--- src/rtl/interp_chain_sequencer_pkg.sv ---
// Shared types for the interpolator chain sequencer: state encoding, idle sample value,
// tick/flush counter widths and small saturating helpers.
package interp_seq_pkg;

    typedef enum logic [2:0] {
        ST_IDLE,
        ST_FLUSH,
        ST_PRIME,
        ST_RUN,
        ST_DRAIN
    } seq_state_t;

    localparam logic [7:0] MIDSCALE_DEFAULT = 8'h80;
    localparam int         TICK_W           = 8;
    localparam int         FLUSH_W          = 8;

    function automatic logic [15:0] sat_inc16(input logic [15:0] v);
        return (v == 16'hFFFF) ? v : v + 16'd1;
    endfunction

    function automatic logic [TICK_W-1:0] tick_inc(input logic [TICK_W-1:0] v);
        return (v == {TICK_W{1'b1}}) ? v : v + 1'b1;
    endfunction

endpackage

--- src/rtl/interp_chain_sequencer_pulse_gen.sv ---
// Three cascaded mod-DIV counters producing one-clk stage enables at clk/DIV, clk/DIV^2, clk/DIV^3.
// Latency: first 4M8 pulse DIV clk after run rises, first 48k pulse DIV^3 clk after.
// Backpressure: none; run low or clear holds all counters at zero with pulses off.
module gated_decade_pulse_gen #(
    parameter int DIV = 10
) (
    input  logic clk,
    input  logic run,
    input  logic clear,
    output logic pulse_48k,
    output logic pulse_480k,
    output logic pulse_4M8
);

    localparam int            CW   = (DIV > 1) ? $clog2(DIV) : 1;
    localparam logic [CW-1:0] LAST = CW'(DIV - 1);
    localparam logic [CW-1:0] PRE  = CW'(DIV - 2);

    logic [CW-1:0] c0, c1, c2;
    logic          c0_wrap, c1_wrap, c2_wrap, c0_pre;

    assign c0_wrap = (c0 == LAST);
    assign c1_wrap = (c1 == LAST);
    assign c2_wrap = (c2 == LAST);
    assign c0_pre  = (c0 == PRE);

    // Pulses are registered one cycle ahead of the wrap so they land on the DIV-th clk of each period.
    always_ff @(posedge clk) begin
        if (clear || !run) begin
            c0         <= '0;
            c1         <= '0;
            c2         <= '0;
            pulse_4M8  <= 1'b0;
            pulse_480k <= 1'b0;
            pulse_48k  <= 1'b0;
        end else begin
            c0 <= c0_wrap ? '0 : c0 + 1'b1;
            if (c0_wrap) begin
                c1 <= c1_wrap ? '0 : c1 + 1'b1;
            end
            if (c0_wrap && c1_wrap) begin
                c2 <= c2_wrap ? '0 : c2 + 1'b1;
            end
            pulse_4M8  <= c0_pre;
            pulse_480k <= c0_pre && c1_wrap;
            pulse_48k  <= c0_pre && c1_wrap && c2_wrap;
        end
    end

endmodule

--- src/rtl/interp_chain_sequencer.sv ---
// Sequences the 3-stage 10x interpolator chain: stage enables, x0/x1 sample pair, reset/mute/drain.
// Latency: one sample accepted per 48k tick; x0/x1 update the clk after the pulse_48k cycle.
// Backpressure: in_ready high every PRIME cycle and only on the pulse_48k cycle in RUN; a missing sample is an underrun.
module interp_chain_sequencer
    import interp_seq_pkg::*;
#(
    parameter int               WIDTH        = 8,
    parameter int               DIV          = 10,
    parameter int               FLUSH_CYCLES = 16,
    parameter int               WARMUP_TICKS = 3,
    parameter int               DRAIN_TICKS  = 4,
    parameter logic [WIDTH-1:0] MIDSCALE     = WIDTH'(MIDSCALE_DEFAULT)
) (
    input  logic             clk,
    input  logic             rst,
    input  logic             enable,
    input  logic             in_valid,
    input  logic [WIDTH-1:0] in_data,
    output logic             in_ready,
    output logic [WIDTH-1:0] signal_x0,
    output logic [WIDTH-1:0] signal_x1,
    output logic             pulse_48k,
    output logic             pulse_480k,
    output logic             pulse_4M8,
    output logic             chain_rst,
    output logic             out_mute,
    output logic             underrun,
    output logic [15:0]      underrun_count
);

    seq_state_t         state;
    logic [FLUSH_W-1:0] flush_cnt;
    logic [TICK_W-1:0]  tick_cnt;
    logic               gen_run;

    assign gen_run  = (state == ST_RUN) || (state == ST_DRAIN);
    assign in_ready = (state == ST_PRIME) || ((state == ST_RUN) && pulse_48k);

    gated_decade_pulse_gen #(
        .DIV (DIV)
    ) u_pulse_gen (
        .clk        (clk),
        .run        (gen_run),
        .clear      (rst),
        .pulse_48k  (pulse_48k),
        .pulse_480k (pulse_480k),
        .pulse_4M8  (pulse_4M8)
    );

    always_ff @(posedge clk) begin
        if (rst) begin
            state          <= ST_IDLE;
            flush_cnt      <= '0;
            tick_cnt       <= '0;
            signal_x0      <= MIDSCALE;
            signal_x1      <= MIDSCALE;
            chain_rst      <= 1'b1;
            out_mute       <= 1'b1;
            underrun       <= 1'b0;
            underrun_count <= '0;
        end else begin
            unique case (state)
                ST_IDLE: begin
                    chain_rst <= 1'b1;
                    out_mute  <= 1'b1;
                    if (enable) begin
                        state     <= ST_FLUSH;
                        flush_cnt <= '0;
                    end
                end

                ST_FLUSH: begin
                    if (!enable) begin
                        state <= ST_IDLE;
                    end else if (int'(flush_cnt) + 1 >= FLUSH_CYCLES) begin
                        state     <= ST_PRIME;
                        chain_rst <= 1'b0;
                    end else begin
                        flush_cnt <= flush_cnt + 1'b1;
                    end
                end

                // A transfer wins over a simultaneous enable drop: the sample is already committed.
                ST_PRIME: begin
                    if (in_valid) begin
                        signal_x0 <= in_data;
                        signal_x1 <= in_data;
                        tick_cnt  <= '0;
                        state     <= ST_RUN;
                    end else if (!enable) begin
                        state     <= ST_IDLE;
                        chain_rst <= 1'b1;
                    end
                end

                ST_RUN: begin
                    if (pulse_48k) begin
                        signal_x0 <= signal_x1;
                        if (in_valid) begin
                            signal_x1 <= in_data;
                        end else begin
                            underrun       <= 1'b1;
                            underrun_count <= sat_inc16(underrun_count);
                        end
                        tick_cnt <= tick_inc(tick_cnt);
                        if (int'(tick_cnt) + 1 >= WARMUP_TICKS) begin
                            out_mute <= 1'b0;
                        end
                        if (!enable) begin
                            state    <= ST_DRAIN;
                            tick_cnt <= '0;
                            out_mute <= 1'b1;
                        end
                    end
                end

                ST_DRAIN: begin
                    out_mute <= 1'b1;
                    if (pulse_48k) begin
                        signal_x0 <= signal_x1;
                        signal_x1 <= MIDSCALE;
                        tick_cnt  <= tick_inc(tick_cnt);
                        if (int'(tick_cnt) + 1 >= DRAIN_TICKS) begin
                            state     <= ST_IDLE;
                            chain_rst <= 1'b1;
                        end
                    end
                end

                default: begin
                    state     <= ST_IDLE;
                    chain_rst <= 1'b1;
                    out_mute  <= 1'b1;
                end
            endcase
        end
    end

endmodule
--- config.mk ---
export PLATFORM = sky130hd
export DESIGN_NAME = interp_chain_sequencer
export DESIGN_NICKNAME = d
export VERILOG_FILES = /design/src/rtl/interp_chain_sequencer_pkg.sv /design/src/rtl/interp_chain_sequencer_pulse_gen.sv /design/src/rtl/interp_chain_sequencer.sv
export SDC_FILE = /design/constraint.sdc
export NUM_CORES = 1
export LEC_CHECK = 0
export CAP_MARGIN = 30
export CORE_AREA = 3 3 112 114
export DETAILED_ROUTE_END_ITERATION = 12
export DIE_AREA = 0 0 115 117
export PLACE_DENSITY_LB_ADDON = 0.12
export SETUP_SLACK_MARGIN = 0.4
export SYNTH_ARGS = -nofsm -noshare
export SYNTH_HDL_FRONTEND = slang
export SYNTH_HIERARCHICAL = 1
export SYNTH_SLANG_ARGS = --single-unit
--- constraint.sdc ---
create_clock -name clk -period 3.5 [get_ports clk]
set_input_delay 0.35 -clock clk [delete_from_list [all_inputs] [get_ports clk]]
set_output_delay 0.35 -clock clk [all_outputs]
set_load 0.01 [all_outputs]
==> impl_results.md <==
- Status: finished, final reports clean
- Io pins: 51
- Routed len/inst: 13.8 um
- Post-synthesis mux area share: 3.23%
- Endpoints failing hold: 0
- Synth area leader: dfxtp_1
- Worst Path Max Fanout: 16
- Crit path buf inv count: 1
- Hold_sp: rst
- Core Util, Final: 37.5%
- Net count, final: 461
- TritonCTS clock tree: done
- Hold Crit Depth: 3
- EDFF count, synth: 0
- Worst-path cell chain: nor2b_1, o21a_1, clkdlybuf4s50_1
- PwrDens: 397 nW/um^2
- Tightest Pin Transition: 0.731 ns
- Final Setup Violations: 0
- FILL cells: 1,199
- Synthesized Nets: 419
- Total track usage: 12.5%
- Synth area leaders: dfxtp_1 (40%), nor2_1 (4.7%), a21oi_1 (3.9%), nand3_1 (3.5%), xor2_1 (3.1%)
- Fin Setup TNS: 0 ns
- MaxCap Viol Count: 0
- RR Endpoint: signal_x0[2]$_SDFFE_PP0P_
- CP top delay family: flip-flops
- Die area: 13,500 sq um
- Die Y: 117 um
- Port bufs: 50
- Post-synth top cells: dfxtp_1 (69), nor2_1 (43), a21oi_1 (27)
- Area delta synth->final: 25.2%
- Sequential-to-total area share from yosys stat: 40.1%
- Antenna Cells: 0
- Worst Hold Class: input port to flop
- Gr ovfl total: 0
- Vias in the first global route: 2,701
- Routed Antenna Nets: 0
- CTS root buffer: clkbuf_16
- Worst Setup End Kind: output port
- Setup crit start kind: flop
- Max-slew headroom at the worst pin: 51.0%
- Finished Cell Area: 4310 sq um
- Starting density of the core: 29.9%
- DIE WIDTH: 115 um
- Global-route wire length before repair: 13.4 mm
- Maximum vdd drop: 0.211 mV
- Post-CTS setup buffers: 0
- Max Clk Rate: 420 MHz
- WP data arrival: 2.03 ns
- Post-Syn Area: 3440 sq um
- Hold Crit Endpoint: chain_rst$_SDFFE_PP1P_
- Worst-case reg-to-reg path depth: 5
- Syn Area/Cell: 8.63 sq um
- Synth top area share: 40.1%
- Fraction of layout cells with a size suffix above 1: 6.50%
- Pin count of the biggest net entering global routing: 57
- FP Rows: 39
- Initial antenna violation count: 0
- FF-to-FF setup slack: 1.23 ns
- Main combinational cell family by area after synthesis: simple AND/OR/NAND/NOR gates
- Crit path time final: 2.38 ns
- Dpl ws: 0.846 ns
- Post-CTS resize count: 0
- Post-synth cell types: 66
- Yosys Warn Count: 6
- Slowest CP cell: dfxtp_1
- Clock sinks: 69
- Max Root-Sink Buffers: 2
- Synth Flop Type: dfxtp_1
- Area after DPL: 4020 sq um
- Final worst slack: 1.12 ns
- Required time of the critical path: 3.15 ns
- DRC violations left: 0
- Simple-Gate Fraction of Synth Area: 28.8%
- RSZ-0062 raised after global routing: false
- Synth Area in XOR/XNOR: 4.32%
- Final Max Tran Viols: 0
- Worst path max stage delay: 0.61 ns
- Clk_lat worst skew: 0.33 ns
- H-tree depth: 3
- Drt initial violations: 168
- Cell with the most instances after synthesis: dfxtp_1
- Synth Instances: 399
- Post-Synth Adder-Cell Area: 2.91%
- Clock transition at the registers of the reported paths: 0.06 ns
- CTS Hold Buffers Added: 0
- Vias per inst: 4.99
- RePlAce Congestion: 0.714
- Area of the core: 11,500 sq um
- Final Cycle Share: 68.0%
- Ys async rst share: 0%
- Worst Setup Path Type: flop to output port
- DRT Pass-1 Iters: 4
- Post-synthesis register bit count: 69
- Final HPWL DP: 5.69 mm
- Vias: 2,938
- P_leak: 1.50 nW
- Reg-to-reg startpoint: state[0]$_SDFFE_PP0P_
- Synth Area in Compound Gates: 16.3%
- Total Wirelength: 8.12 mm
- Cts bufs inserted: 9
- Final Skew: 0.00351 ns
how the worst max path moves through the flow:
stage	cells past startpoint	from	slack, ns	to
finish	3	state[1]$_SDFFE_PP0P_	1.12	in_ready
CTS	3	state[1]$_SDFFE_PP0P_	1.12	in_ready
global route	7	in_valid	1.02	signal_x0[2]$_SDFFE_PP0P_
floorplan	6	flush_cnt[0]$_SDFFE_PP0P_	1.79	flush_cnt[2]$_SDFFE_PP0P_
detailed placement	7	in_valid	0.85	signal_x0[2]$_SDFFE_PP0P_
global placement	7	in_valid	0.94	signal_x0[0]$_SDFFE_PP0P_
tightest hold or removal path, stage by stage:
cell,delay [ns]
buf_2,0.12
nor2_1,0.09
a211oi_1,0.07
sequential cells by signal, summed over array words and instances (netlist names):
name / flops
u_pulse_gen/c1: 4
signal_x1: 8
out_mute: 1
chain_rst: 1
u_pulse_gen/pulse_480k: 1
u_pulse_gen/c2: 4
underrun: 1
u_pulse_gen/pulse_4M8: 1
tick_cnt: 8
flush_cnt: 8
state: 3
u_pulse_gen/pulse_48k: 1
signal_x0: 8
underrun_count: 16
u_pulse_gen/c0: 4
per-stage QoR:
| stage | std cells | hold WS, ns | total power [mW] |
|---|---|---|---|
| 6_report | 589 | 0.351 | 1.71 |
| 5_1_grt | 589 | 0.355 | 1.79 |
| 4_1_cts | 588 | 0.465 | 1.74 |
| 3_5_place_dp | 572 | 0.449 | 0.886 |
| 3_3_place_gp | 572 | 0.444 | 0.886 |
| 2_1_floorplan | 399 | 0.431 | 0.863 |
layer usage:
| layer | vias up | GRT usage (%) | wire length, um |
|---|---|---|---|
| li1 | 1530 | - | - |
| met5 | - | 0 | 0 |
| met4 | 0 | 5.63 | 133 |
| met3 | 10 | 3.14 | 308 |
| met1 | 1357 | 16.2 | 3820 |
| met2 | 41 | 19.8 | 3850 |
cells in the final DEF, fill, tap and decap left out, types with 10 or more instances in the layout:
cell	n
nor2b_1	10
nor2_1	43
a21oi_1	27
inv_1	10
mux2i_1	10
o21ai_0	17
clkdlybuf4s50_1	49
dfxtp_1	69
nor3_1	11
nand3_1	24
xor2_1	12
a211oi_1	11
nand2_1	19
power by group:
group          internal, mW  switching (mW)  leakage (nW)
registers             0.789          0.0147         0.556
logic                0.0319          0.0355         0.809
clock network         0.495           0.344         0.134
layout make-up:
cell class | count | area [sq um] | share of cell area [%]
repair buffers | 52 | 523 | 12.1
clock buffers | 10 | 239 | 5.54
well taps | 143 | 179 | 4.15
clock inverters | 6 | 38.8 | 0.899
flip-flops and latches | 69 | 1380 | 32.0
inverters | 10 | 37.5 | 0.870
multi-input cells | 299 | 1910 | 44.4
cell families (layout without fill, tap and decap cells):
| kind of cell | after synthesis | after routing |
|---|---|---|
| xor gates and xnor gates | 17 | 17 |
| adders and majority gates | 8 | 8 |
| AOI/OAI and AO/OA | 88 | 88 |
| buffers and inverters | 31 | 78 |
| muxes | 11 | 11 |
| DFF | 69 | 69 |
| and+or+nand+nor | 175 | 175 |
(Power assumes the default switching activity.)
